### config.mk
export PLATFORM = sky130hd
export DESIGN_NAME = ram_arbiter
export DESIGN_NICKNAME = d
export VERILOG_FILES = /design/src/rtl/ram_arbiter_pkg.sv /design/src/rtl/ram_arbiter_store_merge.sv /design/src/rtl/ram_arbiter.sv
export SDC_FILE = /design/constraint.sdc
export NUM_CORES = 1
export LEC_CHECK = 0
export CORE_MARGIN = 5
export CORE_UTILIZATION = 46
export CTS_BUF_LIST = sky130_fd_sc_hd__clkbuf_4
export CTS_CLUSTER_SIZE = 12
export DETAILED_ROUTE_END_ITERATION = 10
export PLACE_DENSITY_LB_ADDON = 0.15
export SYNTH_ARGS = -nofsm -noshare
export SYNTH_HDL_FRONTEND = slang
export SYNTH_HIERARCHICAL = 1
export SYNTH_SLANG_ARGS = --single-unit
### constraint.sdc
create_clock -name clk -period 2.5 [get_ports clk]
set_input_delay 0.25 -clock clk [delete_from_list [all_inputs] [get_ports clk]]
set_output_delay 0.25 -clock clk [all_outputs]
set_load 0.005 [all_outputs]
### src/rtl/ram_arbiter_pkg.sv
// Shared types for the CPU-side RAM arbiter: access sizes, arbiter states,
// grant sides and the dmem request legality check.
// Build option: SUBWORD_RMW_EN adds the read-modify-write states used for
// BYTE/HALF stores.
package ram_arbiter_pkg;

    typedef logic [31:0] word_t;

    typedef enum logic [1:0] {
        BYTE = 2'd0,
        HALF = 2'd1,
        WORD = 2'd2
    } mem_size_t;

    typedef enum logic [2:0] {
        ST_IDLE      = 3'd0,
        ST_READ      = 3'd1,
        ST_WRITE     = 3'd2,
        ST_DONE      = 3'd3
`ifdef SUBWORD_RMW_EN
        ,
        ST_RMW_READ  = 3'd4,
        ST_RMW_WRITE = 3'd5
`endif
    } arb_state_t;

    typedef enum logic {
        IMEM = 1'b0,
        DMEM = 1'b1
    } grant_t;

    // A dmem request is rejected without touching the RAM when it is ambiguous
    // (load and store together), uses the reserved size code, is misaligned
    // for its size, or is a sub-word store the build cannot merge.
    function automatic logic dmem_req_bad(input logic       ren,
                                          input logic       wen,
                                          input logic [1:0] size,
                                          input logic [1:0] addr_lo,
                                          input logic       subword_store_ok);
        logic bad;
        bad = 1'b0;
        if (ren && wen)                          bad = 1'b1;
        if (size == 2'd3)                        bad = 1'b1;
        if (size == HALF && addr_lo[0])          bad = 1'b1;
        if (size == WORD && addr_lo != 2'b00)    bad = 1'b1;
        if (wen && !ren && size != WORD && !subword_store_ok) bad = 1'b1;
        return bad;
    endfunction

endpackage

### src/rtl/ram_arbiter_store_merge.sv
// Combinational lane merge for sub-word stores: replaces the byte or halfword
// lanes selected by the low address bits in the old RAM word with the
// right-aligned store data. Only instantiated when SUBWORD_RMW_EN is defined.
module ram_arbiter_store_merge
    import ram_arbiter_pkg::*;
(
    input  word_t      old_word,
    input  word_t      wdata,
    input  logic [1:0] size,
    input  logic [1:0] byte_off,
    output word_t      merged
);

    // Select the target lanes from size and byte offset
    always_comb begin
        merged = old_word;
        case (mem_size_t'(size))
            BYTE: begin
                case (byte_off)
                    2'd0:    merged[7:0]   = wdata[7:0];
                    2'd1:    merged[15:8]  = wdata[7:0];
                    2'd2:    merged[23:16] = wdata[7:0];
                    default: merged[31:24] = wdata[7:0];
                endcase
            end
            HALF: begin
                if (byte_off[1]) merged[31:16] = wdata[15:0];
                else             merged[15:0]  = wdata[15:0];
            end
            default: merged = wdata;
        endcase
    end

endmodule

### src/rtl/ram_arbiter.sv
// CPU-side RAM arbiter: serialises fetch (imem) and load/store (dmem) accesses
// onto one RAM port, counts the fixed RAM read latency and returns exactly one
// done pulse per accepted request. All outputs are registered.
// Build option: SUBWORD_RMW_EN enables BYTE/HALF stores via read-modify-write;
// without it such stores complete with dmem_err.
module ram_arbiter
    import ram_arbiter_pkg::*;
#(
    parameter int RAM_LATENCY = 1
) (
    input  logic        clk,
    input  logic        rst,
    input  logic        imem_req,
    input  logic [31:0] imem_addr,
    output logic [31:0] imem_rdata,
    output logic        imem_done,
    input  logic        dmem_ren,
    input  logic        dmem_wen,
    input  logic [31:0] dmem_addr,
    input  logic [31:0] dmem_wdata,
    input  logic [1:0]  dmem_size,
    output logic [31:0] dmem_rdata,
    output logic        dmem_done,
    output logic        dmem_err,
    output logic [31:0] ram_addr,
    output logic [31:0] ram_store,
    output logic        ram_ren,
    output logic        ram_wen,
    input  logic [31:0] ram_load
);

    localparam int CNT_W = (RAM_LATENCY > 1) ? $clog2(RAM_LATENCY) : 1;
    localparam logic [CNT_W-1:0] CNT_LAST = CNT_W'(RAM_LATENCY - 1);
`ifdef SUBWORD_RMW_EN
    localparam logic SUBWORD_OK = 1'b1;
`else
    localparam logic SUBWORD_OK = 1'b0;
`endif

    arb_state_t       state_q, state_d;
    grant_t           last_grant_q, last_grant_d;
    grant_t           grant_q, grant_d;
    logic [CNT_W-1:0] cnt_q, cnt_d;
    word_t            imem_rdata_q, imem_rdata_d;
    word_t            dmem_rdata_q, dmem_rdata_d;
    logic             imem_done_q, imem_done_d;
    logic             dmem_done_q, dmem_done_d;
    logic             dmem_err_q, dmem_err_d;
    word_t            ram_addr_q, ram_addr_d;
    word_t            ram_store_q, ram_store_d;
    logic             ram_ren_q, ram_ren_d;
    logic             ram_wen_q, ram_wen_d;
    logic             dmem_pend;
    grant_t           pick;

`ifdef SUBWORD_RMW_EN
    word_t            wdata_q, wdata_d;
    logic [1:0]       size_q, size_d;
    logic [1:0]       lo_q, lo_d;
    word_t            merged_word;

    ram_arbiter_store_merge u_merge (
        .old_word (ram_load),
        .wdata    (wdata_q),
        .size     (size_q),
        .byte_off (lo_q),
        .merged   (merged_word)
    );
`endif

    assign imem_rdata = imem_rdata_q;
    assign imem_done  = imem_done_q;
    assign dmem_rdata = dmem_rdata_q;
    assign dmem_done  = dmem_done_q;
    assign dmem_err   = dmem_err_q;
    assign ram_addr   = ram_addr_q;
    assign ram_store  = ram_store_q;
    assign ram_ren    = ram_ren_q;
    assign ram_wen    = ram_wen_q;

    // Next-state and next-output logic for the arbiter FSM
    always_comb begin
        state_d      = state_q;
        last_grant_d = last_grant_q;
        grant_d      = grant_q;
        cnt_d        = cnt_q;
        imem_rdata_d = imem_rdata_q;
        dmem_rdata_d = dmem_rdata_q;
        imem_done_d  = 1'b0;
        dmem_done_d  = 1'b0;
        dmem_err_d   = 1'b0;
        ram_addr_d   = ram_addr_q;
        ram_store_d  = ram_store_q;
        ram_ren_d    = ram_ren_q;
        ram_wen_d    = 1'b0;
        dmem_pend    = dmem_ren | dmem_wen;
        pick         = IMEM;
`ifdef SUBWORD_RMW_EN
        wdata_d      = wdata_q;
        size_d       = size_q;
        lo_d         = lo_q;
`endif
        case (state_q)
            ST_IDLE: begin
                if (imem_req || dmem_pend) begin
                    // Round-robin only matters when both sides are waiting
                    if (imem_req && dmem_pend)
                        pick = (last_grant_q == IMEM) ? DMEM : IMEM;
                    else
                        pick = imem_req ? IMEM : DMEM;
                    grant_d      = pick;
                    last_grant_d = pick;
                    cnt_d        = '0;
                    if (pick == IMEM) begin
                        state_d    = ST_READ;
                        ram_ren_d  = 1'b1;
                        ram_addr_d = imem_addr & ~32'h3;
                    end else if (dmem_req_bad(dmem_ren, dmem_wen, dmem_size,
                                              dmem_addr[1:0], SUBWORD_OK)) begin
                        state_d     = ST_DONE;
                        dmem_done_d = 1'b1;
                        dmem_err_d  = 1'b1;
                    end else if (dmem_ren) begin
                        state_d    = ST_READ;
                        ram_ren_d  = 1'b1;
                        ram_addr_d = dmem_addr & ~32'h3;
                    end else if (dmem_size == WORD) begin
                        state_d     = ST_WRITE;
                        ram_wen_d   = 1'b1;
                        ram_addr_d  = dmem_addr & ~32'h3;
                        ram_store_d = dmem_wdata;
                    end
`ifdef SUBWORD_RMW_EN
                    else begin
                        state_d    = ST_RMW_READ;
                        ram_ren_d  = 1'b1;
                        ram_addr_d = dmem_addr & ~32'h3;
                        wdata_d    = dmem_wdata;
                        size_d     = dmem_size;
                        lo_d       = dmem_addr[1:0];
                    end
`endif
                end
            end
            ST_READ: begin
                if (cnt_q == CNT_LAST) begin
                    ram_ren_d = 1'b0;
                    state_d   = ST_DONE;
                    if (grant_q == IMEM) begin
                        imem_rdata_d = ram_load;
                        imem_done_d  = 1'b1;
                    end else begin
                        dmem_rdata_d = ram_load;
                        dmem_done_d  = 1'b1;
                    end
                end else begin
                    cnt_d = cnt_q + CNT_W'(1);
                end
            end
            ST_WRITE: begin
                state_d     = ST_DONE;
                dmem_done_d = 1'b1;
            end
`ifdef SUBWORD_RMW_EN
            ST_RMW_READ: begin
                if (cnt_q == CNT_LAST) begin
                    ram_ren_d   = 1'b0;
                    ram_wen_d   = 1'b1;
                    ram_store_d = merged_word;
                    state_d     = ST_RMW_WRITE;
                end else begin
                    cnt_d = cnt_q + CNT_W'(1);
                end
            end
            ST_RMW_WRITE: begin
                state_d     = ST_DONE;
                dmem_done_d = 1'b1;
            end
`endif
            ST_DONE: begin
                state_d = ST_IDLE;
            end
            default: begin
                state_d   = ST_IDLE;
                ram_ren_d = 1'b0;
            end
        endcase
    end

    // FSM state and registered outputs; reset drops any access in flight
    always_ff @(posedge clk) begin
        if (rst) begin
            state_q      <= ST_IDLE;
            last_grant_q <= IMEM;
            grant_q      <= IMEM;
            cnt_q        <= '0;
            imem_rdata_q <= '0;
            dmem_rdata_q <= '0;
            imem_done_q  <= 1'b0;
            dmem_done_q  <= 1'b0;
            dmem_err_q   <= 1'b0;
            ram_addr_q   <= '0;
            ram_store_q  <= '0;
            ram_ren_q    <= 1'b0;
            ram_wen_q    <= 1'b0;
        end else begin
            state_q      <= state_d;
            last_grant_q <= last_grant_d;
            grant_q      <= grant_d;
            cnt_q        <= cnt_d;
            imem_rdata_q <= imem_rdata_d;
            dmem_rdata_q <= dmem_rdata_d;
            imem_done_q  <= imem_done_d;
            dmem_done_q  <= dmem_done_d;
            dmem_err_q   <= dmem_err_d;
            ram_addr_q   <= ram_addr_d;
            ram_store_q  <= ram_store_d;
            ram_ren_q    <= ram_ren_d;
            ram_wen_q    <= ram_wen_d;
        end
    end

`ifdef SUBWORD_RMW_EN
    // Sub-word store operands captured at grant; pure data, no reset needed
    always_ff @(posedge clk) begin
        wdata_q <= wdata_d;
        size_q  <= size_d;
        lo_q    <= lo_d;
    end
`endif

endmodule

Yosys cells after proc, flatten, opt, wreduce, memory -nomap -nowiden:

Cells that the tools add are included.

* register bits after elaboration: 138
* bits in latches: 0
* bits in writable memories: 0
* bits in read-only memories: 0
* input port bits: 135
* word-level logic and storage cells: 100
* memories: 0

* $add $sub $neg: 1
* multiply operators: 0
* divide/modulo/power cells: 0
* $lt $le $gt $ge: 0
* equality and inequality tests: 14
* shift-type cells: 0
* multiplexer cells: 40
* bitwise gates (word level): 10
* reduce and logical (&&, ||, !) cells: 23

Operators with widths (number)
* 2-to-1 mux 32 bit: 4
* 2-to-1 mux 1 bit: 26
* 2-to-1 mux 3 bit: 6
* inverter 1 bit: 9
* one-hot mux 3 bit (3 select lines): 1
* AND reduction 3 bit: 3
* != test 2 bit, second input constant: 4
* == test 3 x 2 -> 1 bit, second input constant: 2
* logical AND 1 bit: 6
* != test 3 bit, second input constant: 2
* one-hot mux 1 bit (3 select lines): 2
* AND reduction 6 bit: 1
* OR reduction 6 bit: 1
* != test 5 bit, second input constant: 1
* AND reduction 5 bit: 1
* == test 2 bit, second input constant: 2
* AND reduction 2 bit: 2
* AND reduction 4 bit: 1
* nonzero test 2 bit: 2
* OR reduction 2 bit: 2
* == test 3 x 1 -> 1 bit, second input constant: 1
* zero test 3 bit: 1
* != test 3 x 2 -> 1 bit, second input constant: 1
* OR reduction 3 bit: 1
* other kinds (6): 6

Depth between registers and ports, before layout:

Gate-level depths: netlist (run 1).

* depth in word-level cells: 13
* gate-level depth with buffers: 7
* mapped depth without buffers: 6

Worst setup path after synthesis (run 1):

OpenSTA, ideal clock, no wires.

* kind: reg-to-reg
* from: reg state_q[0]
* to: reg state_q[0]
* arrival: 1.392 ns
* slack: 0.975 ns
* stages on the path, launching flop included: 6
* clock period less this slack: 1.525 ns
* path through: dfxtp_1 inv_1 ha_1 nor4b_1 mux2i_1 a31oi_1

* word-level cells in the longest chain between the ends: 3
* elaborated cells on any way between the ends: 8

RTL lines
* from (decl): RTL line ram_arbiter.sv:40 `arb_state_t state_q, state_d;`
* from (signal assigned): RTL line ram_arbiter.sv:207 `state_q <= state_d;`
* zero test 3 bit or == test 3 x 1 -> 1 bit (tied branches): RTL line ram_arbiter.sv:103 `case (state_q)`
* != test 5 bit (no source line) or != test 2 bit (tied branches)
* AND reduction 3 bit (no source line)

Parallel ways exist; a longest one is shown, timed or not.
A chain may end at the register's enable or synchronous reset.

Final worst setup path (run 1):

* from: reg state_q[0]
* to: reg ram_addr_q[5] (netlist: ram_addr[5])

* word-level cells in the longest chain between the ends: 2

RTL lines
* zero test 3 bit: RTL line ram_arbiter.sv:103
* AND reduction 4 bit (no source line)
* to (signal assigned): RTL line ram_arbiter.sv:216 `ram_addr_q <= ram_addr_d;`
* to (decl): RTL line ram_arbiter.sv:49 `word_t ram_addr_q, ram_addr_d;`

Every way passes these cells.

==> impl_metrics.py, run 1 <==
metrics = {
    "status": {
        "status": "complete, no violations",
    },
    "detailed_routing": {
        "via_count": 5296,
        "firstDrtPassIters": 4,
        "route.detailed.vias_per_inst": 5.08,
        "drc": 0,
        "wl_per_cell_um": 16.3,
        "routed_wl_um": 17000,
        "antenna_left": 0,
        "drtIter0Drc": 264,
    },
    "pwr": {
        "power_density_mw_per_mm2": 694,
        "ir_worst_vdd_mv": 0.477,
        "p_clk_frac": 0.220,
        "internal_power_mw": 4.12,
        "seqPwrFrac": 0.435,
        "p_leak_nw": 3.61,
        "p_switching_mw": 1.83,
        "swShare": 0.307,
        "power_mw": 5.95,
        "combPwrFrac": 0.345,
    },
    "final_layout": {
        "diodes": 0,
        "fill_cells": 949,
        "final_cells": 1042,
        "final_nets": 1024,
        "regArea_mm2": 0.00268,
        "area_growth_pct": 52.2,
        "utilization": 0.714,
        "multi_input_area_mm2": 0.00270,
        "drive_gt1_frac": 0.0480,
    },
    "cts": {
        "post_cts_buffers": 0,
        "clock-sinks": 134,
        "clk_pin_slew_ps": 100,
        "cts_made_buffers": 17,
        "cts-root-buf": "clkbuf_4",
        "cts_max_level": 4,
        "hold_buffers": 0,
        "cts_tree": "done",
        "clkLatencyLatePin_ps": 520,
        "cts_buffer_depth": 2,
        "cts_resized": 0,
    },
    "worst_setup_path": {
        "cp_max_fo": 30,
        "crit_type": "reg2reg",
        "arrival_ps": 2520,
        "endpoint_kind": "register",
        "r2r-start": "state_q[0]",
        "crit_start": "state_q[0]",
        "worstPathRequired_ps": 2940,
        "critPathLaunchType": "register",
    },
    "min_path": {
        "hold_class": "in2reg",
        "worstHoldStart": "rst",
    },
    "grt": {
        "grt_max_degree": 66,
        "global_route.usage.met2": 0.387,
        "grt_pass1_wl_um": 26700,
        "globalRouteMet1Util": 0.250,
        "overflow": 0,
        "grt_pass1_vias": 5377,
        "grt_busiest_layer": "met2",
        "antenna_found_initial": 0,
        "grtUsageTotal": 0.230,
        "use_met3": 0.0987,
    },
    "place": {
        "place.gp.congestion": 0.817,
        "post-dp-hpwl_um": 12600,
        "placed_cells": 1013,
        "port_buffers": 263,
    },
    "logic_synthesis": {
        "yosysSeqAreaShare": 0.476,
        "synthSimpleGateAreaFrac": 0.200,
        "ys_types": 35,
        "yosys_register_bits": 134,
        "syn_inst": 646,
        "syn_area_mm2": 0.00563,
        "yosys.area_share.adder": 0.00888,
        "syn_avg_cell_area_um2": 8.72,
        "synthXorXnorAreaFrac": 0,
        "ys.flop_type": "dfxtp_1",
        "async_flop_share": 0,
        "synth_edf_count": 0,
        "muxShareOfSynthArea": 0.112,
        "synth_top_family_by_area": "simple AND/OR/NAND/NOR gates",
        "synth_compound_area_frac": 0.157,
        "ys.warnings.count": 6,
    },
    "floorplan": {
        "start_util": 0.469,
        "die_x_um": 121,
        "rows": 40,
        "die_h_um": 121,
        "coreArea_mm2": 0.0120,
        "die_area_mm2": 0.0146,
        "io-pin-count": 268,
    },
    "sta": {
        "layout_min_cycle_time_ps": 2080,
        "slew_viol_final": 0,
        "holdWs_ps": 250,
        "tightest_slew_ps": 1010,
        "slew_headroom": 0.328,
        "hold_viol_final": 0,
        "fmax_mhz": 481,
        "grt_setup_unrepaired": "false",
        "finalCritPeriodShare": 0.832,
        "final-setup-viol-count": 0,
        "fin_worst_skew_ps": 8.20,
    },
    "job": {
        "drv_cap": 0,
    },
}
-- power groups by stage --
stage	clock [mW]	combinational [mW]	sequential [mW]
floorplan	0	0.983	2.64
global placement	0	2.01	2.62
detailed placement	0	2.06	2.64
CTS	1.36	2.08	2.59
global route	1.45	2.24	2.63
finish	1.31	2.05	2.58
-- layer usage --
metal	vias to the layer above	routed length, um
met3	39	1720
met1	2419	6540
met2	194	8230
met4	0	524
li1	2644	-
met5	-	0
-- worst max-delay path, stage by stage, from the launching register on --
cell	delay, ps
dfxtp_1	400
inv_1	90
ha_1	280
o31ai_1	120
a31o_2	830
mux2i_1	270
-- metrics by stage --
step,area [um^2],setup TNS [ps],setup WS [ps]
after floorplan,5640,0,975
after global placement,8330,0,83.8
after detailed placement,8330,-924,-56.3
after CTS,8570,0,403
after global routing,8570,0,294
final,8570,0,421
-- synth_stat cells, types with 2 or more instances --
master,n,area [um^2]
nand2b_1,32,200
buf_6,3,33.8
mux2i_1,63,631
dfxtp_1,134,2680
a21boi_0,30,225
nand2_1,133,499
buf_4,3,22.5
nor2_1,37,139
buf_2,4,20.0
nor3_1,4,20.0
o21ai_0,4,20.0
clkbuf_1,45,169
inv_1,2,7.51
nor2b_1,3,18.8
o21bai_1,30,225
ha_1,4,50.1
a21oi_1,68,340
and3_1,30,188
-- state kept, by name, indices dropped and copies added (netlist names), 2 cells and up --
| signal | flops |
|---|---|
| dmem_rdata | 32 |
| imem_rdata | 32 |
| ram_addr | 30 |
| ram_store | 32 |
| state_q | 2 |
-- worst paths after layout --
kind,to,slack (ps),cells past startpoint
worst min register to register,imem_rdata[27],460,2
worst max register to register,ram_addr[5],420,5
worst max-delay path,ram_addr[5],420,5
worst min-delay path,imem_rdata[27],250,2
-- cell type report --
| class | count | area share |
|---|---|---|
| well taps | 147 | 0.0215 |
| inverters | 2 | 0.000876 |
| multi-input cells | 456 | 0.315 |
| clock inverters | 8 | 0.00993 |
| repair buffers | 274 | 0.321 |
| clock buffers | 21 | 0.0184 |
| flip-flops and latches | 134 | 0.313 |
-- layout by cell type (no fill, tap or decap), types with 2 or more instances in the layout --
cell | synthesis | layout
clkdlybuf4s50_1 | 0 | 262
dfxtp_1 | 134 | 134
nand2_1 | 133 | 133
a21oi_1 | 68 | 68
mux2i_1 | 63 | 63
nor2_1 | 37 | 37
nand2b_1 | 32 | 32
a21boi_0 | 30 | 30
and3_1 | 30 | 30
o21bai_1 | 30 | 30
clkbuf_4 | 0 | 21
buf_4 | 3 | 9
nor3_1 | 4 | 4
o21ai_0 | 4 | 4
ha_1 | 4 | 4
clkinv_1 | 0 | 4
buf_12 | 0 | 3
inv_1 | 2 | 2
nor2b_1 | 3 | 2
conb_1 | 1 | 2
bufinv_16 | 0 | 2
clkinv_2 | 0 | 2
-- cell families (layout without fill, tap and decap cells) --
kind of cell	Yosys count	count (layout)
AO/OA/AOI/OAI	141	141
adder cells (fa/ha/maj)	4	4
buffers and inverters	57	305
flip-flops	134	134
multiplexers	63	63
other	1	2
AND/OR/NAND/NOR	246	246
(Power assumes the default switching activity.)
==> run 2: changes to the inputs <==
--- a/config.mk
+++ b/config.mk
@@ -6,7 +6,7 @@
 export NUM_CORES = 1
 export LEC_CHECK = 0
 export CORE_MARGIN = 5
-export CORE_UTILIZATION = 46
+export CORE_UTILIZATION = 38
 export CTS_BUF_LIST = sky130_fd_sc_hd__clkbuf_4
 export CTS_CLUSTER_SIZE = 12
 export DETAILED_ROUTE_END_ITERATION = 10
==> constraint.sdc (replaced) <==
create_clock -name clk -period 1.81 [get_ports clk]
set_input_delay 0.181 -clock clk [delete_from_list [all_inputs] [get_ports clk]]
set_output_delay 0.181 -clock clk [all_outputs]
set_load 0.005 [all_outputs]
==> impl_metrics.py, run 2 (synthesis results as in run 1) <==
metrics = {
    "floorplan": {
        "coreArea_mm2": 0.0145,
        "die_h_um": 132,
        "rows": 44,
        "start_util": 0.388,
        "die_x_um": 132,
        "io-pin-count": 268,
        "die_area_mm2": 0.0174,
    },
    "grt": {
        "grtUsageTotal": 0.196,
        "grt_pass1_wl_um": 28200,
        "antenna_found_initial": 0,
        "grt_pass1_vias": 5489,
        "grt_max_degree": 61,
        "overflow": 0,
    },
    "cts": {
        "clock-sinks": 134,
        "cts-root-buf": "clkbuf_4",
        "post_cts_buffers": 0,
        "clkLatencyLatePin_ps": 510,
        "cts_max_level": 4,
        "cts_buffer_depth": 2,
        "clk_pin_slew_ps": 110,
        "cts_tree": "done",
        "cts_made_buffers": 17,
    },
    "sta": {
        "grt_setup_unrepaired": "false",
        "final-setup-viol-count": 0,
        "layout_min_cycle_time_ps": 1620,
        "fmax_mhz": 616,
        "hold_viol_final": 0,
        "slew_viol_final": 0,
        "fin_worst_skew_ps": 15.4,
        "finalCritPeriodShare": 0.897,
    },
    "detailed_routing": {
        "drtIter0Drc": 195,
        "route.detailed.vias_per_inst": 4.90,
        "antenna_left": 0,
        "drc": 0,
        "routed_wl_um": 17600,
        "wl_per_cell_um": 16.1,
        "firstDrtPassIters": 4,
        "via_count": 5349,
    },
    "final_layout": {
        "area_growth_pct": 55.0,
        "layout_common_cells": "clkdlybuf4s50_1 (262), dfxtp_1 (134), nand2_1 (133)",
        "layout_commonest_cell": "clkdlybuf4s50_1",
        "final_cells": 1092,
        "diodes": 0,
        "final_nets": 1035,
        "drive_gt1_frac": 0.0617,
        "fill_cells": 1291,
    },
    "place": {
        "placed_cells": 1061,
        "post-dp-hpwl_um": 12800,
        "place.gp.congestion": 0.835,
        "port_buffers": 263,
    },
    "worst_setup_path": {
        "crit_type": "reg2reg",
        "arrival_ps": 2070,
        "endpoint_kind": "register",
        "cp_max_fo": 6,
        "worstPathRequired_ps": 2260,
        "critPathLaunchType": "register",
    },
    "pwr": {
        "p_leak_nw": 3.66,
        "power_mw": 8.13,
        "ir_worst_vdd_mv": 0.745,
        "power_density_mw_per_mm2": 931,
    },
    "min_path": {
        "hold_class": "in2reg",
    },
    "job": {
        "drv_cap": 0,
    },
    "status": {
        "status": "complete, no violations",
    },
}
run 2: timing repair:
action | 4_1_cts | 5_1_grt
hold endpoints to repair | 0 | 0
resized for setup | 0 | 1
endpoints found under the setup margin | 0 | 1
hold buffers | 0 | 0
run 2: layout make-up:
cell class | count | area (um^2) | area share
repair buffers | 285 | 2900 | 0.332
multi-input cells | 456 | 2710 | 0.310
flip-flops and latches | 134 | 2680 | 0.307
well taps | 184 | 230 | 0.0264
clock buffers | 19 | 143 | 0.0163
clock inverters | 12 | 65.1 | 0.00745
inverters | 2 | 7.51 | 0.000860
run 2: path summary, 6_finish.rpt:
path	start	to	slack [ps]	cells after the start
setup / recovery	state_q[0]	ram_ren	190	5
hold / removal	rst	grant_q	100	2
setup reg to reg	state_q[0]	ram_ren	190	5
hold reg to reg	dmem_rdata[0]	dmem_rdata[0]	460	2
run 2: layer usage:
metal | wire (um) | up-vias | global-route usage
li1 | - | 2678 | -
met1 | 7140 | 2478 | 0.219
met2 | 8580 | 178 | 0.332
met3 | 1640 | 15 | 0.0947
met4 | 244 | 0 | 0.0554
met5 | 0 | - | 0
run 2: power breakdown:
group          switching (mW)  internal, mW  total [mW]
registers               0.220          3.35        3.57
logic                    1.37          1.59        2.95
clock network            1.07         0.536        1.61
run 2: critical path, stage by stage (launching register included):
cell	delay (ps)
dfxtp_1	400
inv_1	80
ha_1	280
nor4b_2	200
a2111oi_0	470
o21a_1	160
run 2: stage by stage:
stage	setup slack (ps)	instance area (um^2)	utilization	hold WS [ps]	TNS, ps
final	186	8730	0.601	102	0
after CTS	114	8730	0.600	41.7	0
after global placement	-89.5	8520	0.586	441	-3660
after floorplan	285	5640	-	317	0
after global routing	32.7	8730	0.601	65.6	0
after detailed placement	-153	8520	0.586	448	-5710
==> run 3: changes to the inputs <==
--- a/config.mk
+++ b/config.mk
@@ -5,12 +5,14 @@
 export SDC_FILE = /design/constraint.sdc
 export NUM_CORES = 1
 export LEC_CHECK = 0
+export CELL_PAD_IN_SITES_DETAIL_PLACEMENT = 1
+export CELL_PAD_IN_SITES_GLOBAL_PLACEMENT = 1
 export CORE_MARGIN = 5
-export CORE_UTILIZATION = 38
+export CORE_UTILIZATION = 27
 export CTS_BUF_LIST = sky130_fd_sc_hd__clkbuf_4
 export CTS_CLUSTER_SIZE = 12
 export DETAILED_ROUTE_END_ITERATION = 10
-export PLACE_DENSITY_LB_ADDON = 0.15
+export PLACE_DENSITY = 0.85
 export SYNTH_ARGS = -nofsm -noshare
 export SYNTH_HDL_FRONTEND = slang
 export SYNTH_HIERARCHICAL = 1
==> impl_metrics.py, run 3 (synthesis results as in run 1) <==
metrics = {
    "status": {
        "status": "complete, no violations",
    },
    "sta": {
        "hold_viol_final": 0,
        "fin_worst_skew_ps": 17.2,
        "grt_setup_unrepaired": "false",
        "holdWs_ps": 210,
        "fmax_mhz": 589,
        "final-setup-viol-count": 0,
        "finalCritPeriodShare": 0.938,
        "tns_ps": 0,
        "layout_min_cycle_time_ps": 1700,
        "slew_viol_final": 0,
    },
    "detailed_routing": {
        "firstDrtPassIters": 4,
        "routed_wl_um": 20400,
        "antenna_left": 0,
        "route.detailed.vias_per_inst": 4.66,
        "drc": 0,
        "drtIter0Drc": 218,
        "wl_per_cell_um": 17.2,
        "via_count": 5526,
    },
    "worst_setup_path": {
        "crit_type": "reg2reg",
        "endpoint_kind": "register",
        "critPathLaunchType": "register",
        "cp_max_fo": 5,
        "regToRegSetupSlack_ps": 110,
        "worstPathRequired_ps": 2290,
        "arrival_ps": 2170,
    },
    "floorplan": {
        "die_x_um": 154,
        "die_area_mm2": 0.0239,
        "die_h_um": 154,
        "start_util": 0.277,
        "rows": 52,
        "coreArea_mm2": 0.0204,
        "io-pin-count": 268,
    },
    "final_layout": {
        "drive_gt1_frac": 0.0689,
        "multi_input_area_mm2": 0.00270,
        "layout_commonest_cell": "clkdlybuf4s50_1",
        "utilization": 0.444,
        "area_growth_pct": 60.4,
        "regArea_mm2": 0.00268,
        "layout_common_cells": "clkdlybuf4s50_1 (262), dfxtp_1 (134), nand2_1 (133)",
        "final_nets": 1041,
        "fill_cells": 2381,
    },
    "place": {
        "post-dp-hpwl_um": 14700,
        "place.gp.congestion": 0.814,
        "port_buffers": 263,
    },
    "grt": {
        "overflow": 0,
        "grt_pass1_wl_um": 31400,
        "grtUsageTotal": 0.165,
        "grt_max_degree": 68,
        "antenna_found_initial": 2,
        "grt_pass1_vias": 5775,
    },
    "cts": {
        "clk_pin_slew_ps": 140,
        "clkLatencyLatePin_ps": 530,
        "cts_resized": 0,
        "cts_made_buffers": 17,
        "cts_max_level": 4,
        "cts_tree": "done",
        "cts-root-buf": "clkbuf_4",
        "cts_buffer_depth": 2,
        "clock-sinks": 134,
    },
    "min_path": {
        "hold_class": "in2reg",
    },
    "pwr": {
        "ir_worst_vdd_mv": 0.402,
        "p_leak_nw": 3.76,
        "power_density_mw_per_mm2": 994,
    },
    "job": {
        "drv_cap": 0,
    },
}
## run 3: routing by layer
metal  wire length (um)  vias to the layer above  global-route usage
met5                  0                        -                   0
met4                592                        0              0.0669
met3               1510                       31              0.0615
met2              10200                      160               0.289
met1               8130                     2655               0.179
li1                   -                     2680                   -
## run 3: final cells by class
type,count,area share
timing repair buffer,291,0.329
tap,270,0.0374
clock inverter,15,0.0222
inverter,2,0.000831
antenna,2,0.000554
sequential,134,0.297
multi-input combinational,456,0.299
clock buffer,17,0.0141
## run 3: per-stage QoR
| stage | total power [mW] | cells | area, um^2 | setup slack (ps) |
|---|---|---|---|---|
| final | 8.99 | 1187 | 9040 | 113 |
| after global routing | 9.57 | 1187 | 9040 | 10.5 |
| after CTS | 9.17 | 1183 | 9000 | 80.8 |
| after detailed placement | 6.74 | 1150 | 8660 | -238 |
| after global placement | 6.64 | 1150 | 8660 | -158 |
| after floorplan | 5.01 | 647 | 5640 | 285 |
## run 3: what timing repair did
action / in CTS / in global routing
endpoints found under the hold margin: 2 / 0
buffers inserted: 0 / 1
hold buffers: 1 / 0
endpoints found under the setup margin: 0 / 6
## run 3: worst paths after layout
check / start / cells after the start / end
setup reg to reg: state_q[0] / 6 / ram_ren
hold / removal: ram_load[29] / 3 / dmem_rdata[29]
hold reg to reg: dmem_rdata[6] / 2 / dmem_rdata[6]
setup / recovery: state_q[0] / 6 / ram_ren
## run 3: power by group
part	leakage [nW]	internal (mW)	switching [mW]
Combinational	2.50	1.63	1.45
Sequential	1.09	3.35	0.213
Clock	0.170	1.11	1.23
## run 3: critical path, stage by stage (launching register included)
cell and delay (ps):
dfxtp_1 410, inv_1 80, ha_1 280, nor4b_1 180, buf_4 160, a2111oi_0 390
o21a_1 150
==> RTL edit 1: new RTL, flow settings as in run 3 <==
The parameter `RAM_LATENCY` goes from 1 to 2.
--- a/src/rtl/ram_arbiter.sv
+++ b/src/rtl/ram_arbiter.sv
@@ -6,7 +6,7 @@
 module ram_arbiter
     import ram_arbiter_pkg::*;
 #(
-    parameter int RAM_LATENCY = 1
+    parameter int RAM_LATENCY = 2
 ) (
     input  logic        clk,
     input  logic        rst,
Check against the original RTL: not equivalent (Yosys sat finds a counterexample within 4 cycles, from zero or initial values and one cycle with rst high).
==> RTL edit 1 against run 3 <==
  * Final cell count shrank 2.0%
  * Total power shrank 14%
  * Maximum frequency grew 1.0%
  * Wire length shrank 2.4%
  * Critical path depth grew 2
  * Die area shrank 5.1%
  * Sequential cell count grew 1
  * Setup slack gained 0.017 ns
  * Area after synthesis shrank 5.4%
  * Cell area shrank 3.2%
  * Via count shrank 3.2%
  * Critical path type unchanged
  * Largest power group unchanged
==> RTL edit 1: results (changes against run 3) <==
[synthesis]
synthTopCellsByArea = dfxtp_1 51%, nand2_1 14%, a21oi_1 12%
yosys_warnings = 6  ; unchanged
synth_cells = 623  ; -3.6%
synth_compound_area_share_pct = 21.3  ; +5.5 points
yosysSeqAreaShare_pct = 50.7  ; +3.1 points
yosys.area_share.adder_pct = 1.17  ; +0.29 points
synthMuxAreaShare_pct = 5.64  ; -5.6 points
ys_top_cells_by_count = 196 x nand2_1, 135 x dfxtp_1, 131 x a21oi_1
yosysUniqueCellTypes = 35  ; unchanged

[global_route]
grt_pass1_vias = 5596  ; -3.1%
grt_first_pass_wirelength_mm = 30.3  ; -3.3%
grt_max_degree = 59  ; -13%
grt.total_usage_pct = 17.1  ; +0.67 points
antenna_found_initial = 0  ; -2

[status]
status = finished clean

[placement]
dp_slack_ns = -0.346  ; -0.108 ns
dpl_cell_area_um2 = 8440  ; -2.6%
gp_congestion = 0.766  ; -5.9%
dp_cells = 1129  ; -1.8%
dpl.hpwl_mm = 14.7  ; about the same

[final_layout]
fin_area_um2 = 8750  ; -3.2%
n_fill_cell = 2271  ; -4.6%
finalNonFillerCells = 1163  ; -2.0%
layout-drive-gt1-share_pct = 11.1  ; +4.3 points
final_net_count = 1024  ; -1.6%

[worst_hold_path]
min-delay-start = dmem_wdata[5]
min-delay-path-class = in -> reg

[clocking]
postCtsSetupBuffers = 0  ; unchanged
worst_skew_pair.late_latency_ns = 0.54
clockRootBuffer = clkbuf_4

[routing]
dr.first_iter.drc_count = 146  ; -33%
vias_per_cell = 4.60  ; -1.2%
wl_mm = 19.9  ; -2.4%

[sta]
skew_ns = 0.0228  ; +0.00563 ns

[setup_path]
cp.arrival_ns = 2.15  ; -0.02 ns
worstPathMaxFanout = 32  ; +27

[power_and_ir_drop]
vdd_ir_drop_max_v = 0.000340  ; -15%
power_leakage_uw = 0.00293  ; -22%

## RTL edit 1: cells by family after synthesis
group / after synthesis
AOI/OAI and AO/OA: 175
adders and majority gates: 5
buffers and inverters: 57
DFF: 135
muxes: 30
other: 1
and+or+nand+nor: 220
## RTL edit 1: critical path: stages, from the launching register on
cell and delay (ns):
dfxtp_1 0.34, inv_1 0.09, ha_2 0.23, o21ai_0 0.14
a21oi_2 0.19, and2_1 0.21, buf_12 0.20, nand2_1 0.07
a21oi_1 0.14
## RTL edit 1: cell type report
| class | count | share of cell area, % |
|---|---|---|
| clock buffer | 17 | 1.46 |
| tap | 265 | 3.79 |
| antenna | 1 | 0.0286 |
| inverter | 4 | 0.172 |
| multi-input combinational | 432 | 27.4 |
| clock inverter | 15 | 1.73 |
| sequential | 135 | 30.9 |
| timing repair buffer | 294 | 34.5 |
## RTL edit 1: power breakdown
group	leakage, µW	internal [µW]	switching, µW	total, µW
registers	0.00109	3220	127	3340
clock network	0.000140	822	1230	2060
logic	0.00170	1270	1080	2350
## RTL edit 1: worst paths after layout
check / to / cells after the start / slack (ns)
min reg2reg: dmem_rdata[2]$_SDFFE_PP0P_ / 2 / 0.46
max reg2reg: ram_store[11]$_SDFFE_PP0P_ / 8 / 0.13
max: ram_store[11]$_SDFFE_PP0P_ / 8 / 0.13
min: ram_store[5]$_SDFFE_PP0P_ / 3 / 0.17
## RTL edit 1: per-layer routing
metal	vias to the layer above	wire length [µm]	track usage [%]
met5	-	0	0
met4	0	216	4.25
met3	15	2020	7.95
met2	176	9950	30.3
met1	2535	7740	18.5
li1	2622	-	-
## RTL edit 1: what timing repair did
item / in CTS / in global routing
hold buffers: 1 / 0
endpoints found under the hold margin: 10 / 0
resized for setup: 2 / 3
endpoints found under the setup margin: 4 / 7
==> RTL edit 2: new RTL, config.mk and constraints of run 3 <==
Without the edit above. Register the input `imem_addr` before use. The logic sees it one clock later. The other inputs are not delayed to match.
--- a/src/rtl/ram_arbiter.sv
+++ b/src/rtl/ram_arbiter.sv
@@ -31,6 +31,12 @@
 
     localparam int CNT_W = (RAM_LATENCY > 1) ? $clog2(RAM_LATENCY) : 1;
     localparam logic [CNT_W-1:0] CNT_LAST = CNT_W'(RAM_LATENCY - 1);
+
+    logic [31:0] imem_addr_q;
+
+    always_ff @(posedge clk) begin
+        imem_addr_q <= imem_addr;
+    end
 `ifdef SUBWORD_RMW_EN
     localparam logic SUBWORD_OK = 1'b1;
 `else
@@ -114,7 +120,7 @@
                     if (pick == IMEM) begin
                         state_d    = ST_READ;
                         ram_ren_d  = 1'b1;
-                        ram_addr_d = imem_addr & ~32'h3;
+                        ram_addr_d = imem_addr_q & ~32'h3;
                     end else if (dmem_req_bad(dmem_ren, dmem_wen, dmem_size,
                                               dmem_addr[1:0], SUBWORD_OK)) begin
                         state_d     = ST_DONE;
Check against the original RTL: not equivalent (Yosys sat finds a counterexample within 4 cycles, from zero or initial values and one cycle with rst high).
==> RTL edit 2 against run 3 <==
  * Global-route usage fell by 0.45 points
  * Cell area rose by 5.8%
  * Sequential cell count rose by 30
  * Area after synthesis rose by 4.8%
  * Setup slack improved by 0.023 ns
  * Wire length rose by 3.9%
  * Total power rose by 11%
  * Critical path type unchanged
  * Critical endpoint is now ram_addr[2]$_SDFFE_PP0P_
==> RTL edit 2: results (changes against run 3) <==
[power_and_ir_drop]
p_per_area_nw_per_um2 = 1040  ; +4.9%
clkPwrFrac_pct = 20.4  ; -5.6 points
vdd_ir_drop_max_v = 0.000369  ; -8.3%
comb-power_uw = 3560  ; +15%
switching_share_pct = 32.9  ; +0.66 points

[global_route]
grt_pass1_vias = 5912  ; +2.4%
antenna_found_initial = 1  ; -1
grt_max_degree = 35  ; -49%
grt_first_pass_wirelength_mm = 31.3  ; -0.16%
grt.total_usage_pct = 16.0  ; -0.45 points

[routing]
routedLengthMet1_mm = 8.23  ; +1.2%
vias_per_cell = 4.61  ; -1.1%

[final_layout]
n_fill_cell = 2479  ; +4.1%
finalNonFillerCells = 1234  ; +4.0%
layout-drive-gt1-share_pct = 11.1  ; +4.2 points

[status]
status = finished clean

[worst_hold_path]
min-delay-start = rst
worstHoldPathCells = 2  ; -1

[setup_path]
worstPathMaxFanout = 25  ; +20
reg2reg_setup_slack_ns = 0.14  ; +0.02 ns
max_stage_delay_ns = 0.36  ; -0.05 ns
cp.arrival_ns = 2.14  ; -0.03 ns
rr_endpoint = ram_addr[2]$_SDFFE_PP0P_
rr_startpoint = state_q[1]$_SDFFE_PP0P_

[sta]
whs_ns = 0.0582  ; -0.152 ns
skew_ns = 0.0238  ; +0.00656 ns
layout_min_cycle_time_ns = 1.67  ; -0.0230 ns

[synthesis]
synthTopCellsByArea = dfxtp_1 56%, nand2_1 12%, a21oi_1 11%
ys_top_cells_by_count = 194 x nand2_1, 164 x dfxtp_1, 130 x a21oi_1

-- RTL edit 2: cells by family (layout without fill, tap and decap cells) --
kind of cell	after synthesis	count (layout)	synth area share (%)
multiplexers	30	30	5.09
AO/OA/AOI/OAI	173	173	19.2
other	1	3	0.0636
buffers and inverters	55	361	4.47
flip-flops	164	164	55.6
adder cells (fa/ha/maj)	4	4	0.848
AND/OR/NAND/NOR	219	219	14.7
-- RTL edit 2: final cells by class --
cell class                      instances  area, µm²  share of cell area, %
Antenna cell                            1       2.50                 0.0262
Clock buffer                           19        143                   1.49
Clock inverter                         13        108                   1.12
Inverter                                3       11.3                  0.118
Multi-Input combinational cell        428       2370                   24.8
Sequential cell                       164       3280                   34.3
Tap cell                              280        350                   3.66
Timing Repair Buffer                  326       3300                   34.5
-- RTL edit 2: what timing repair did --
action,CTS,global route
hold buffers,16,9
setup endpoints to repair,0,29
gates resized for setup,0,5
hold endpoints to repair,16,9
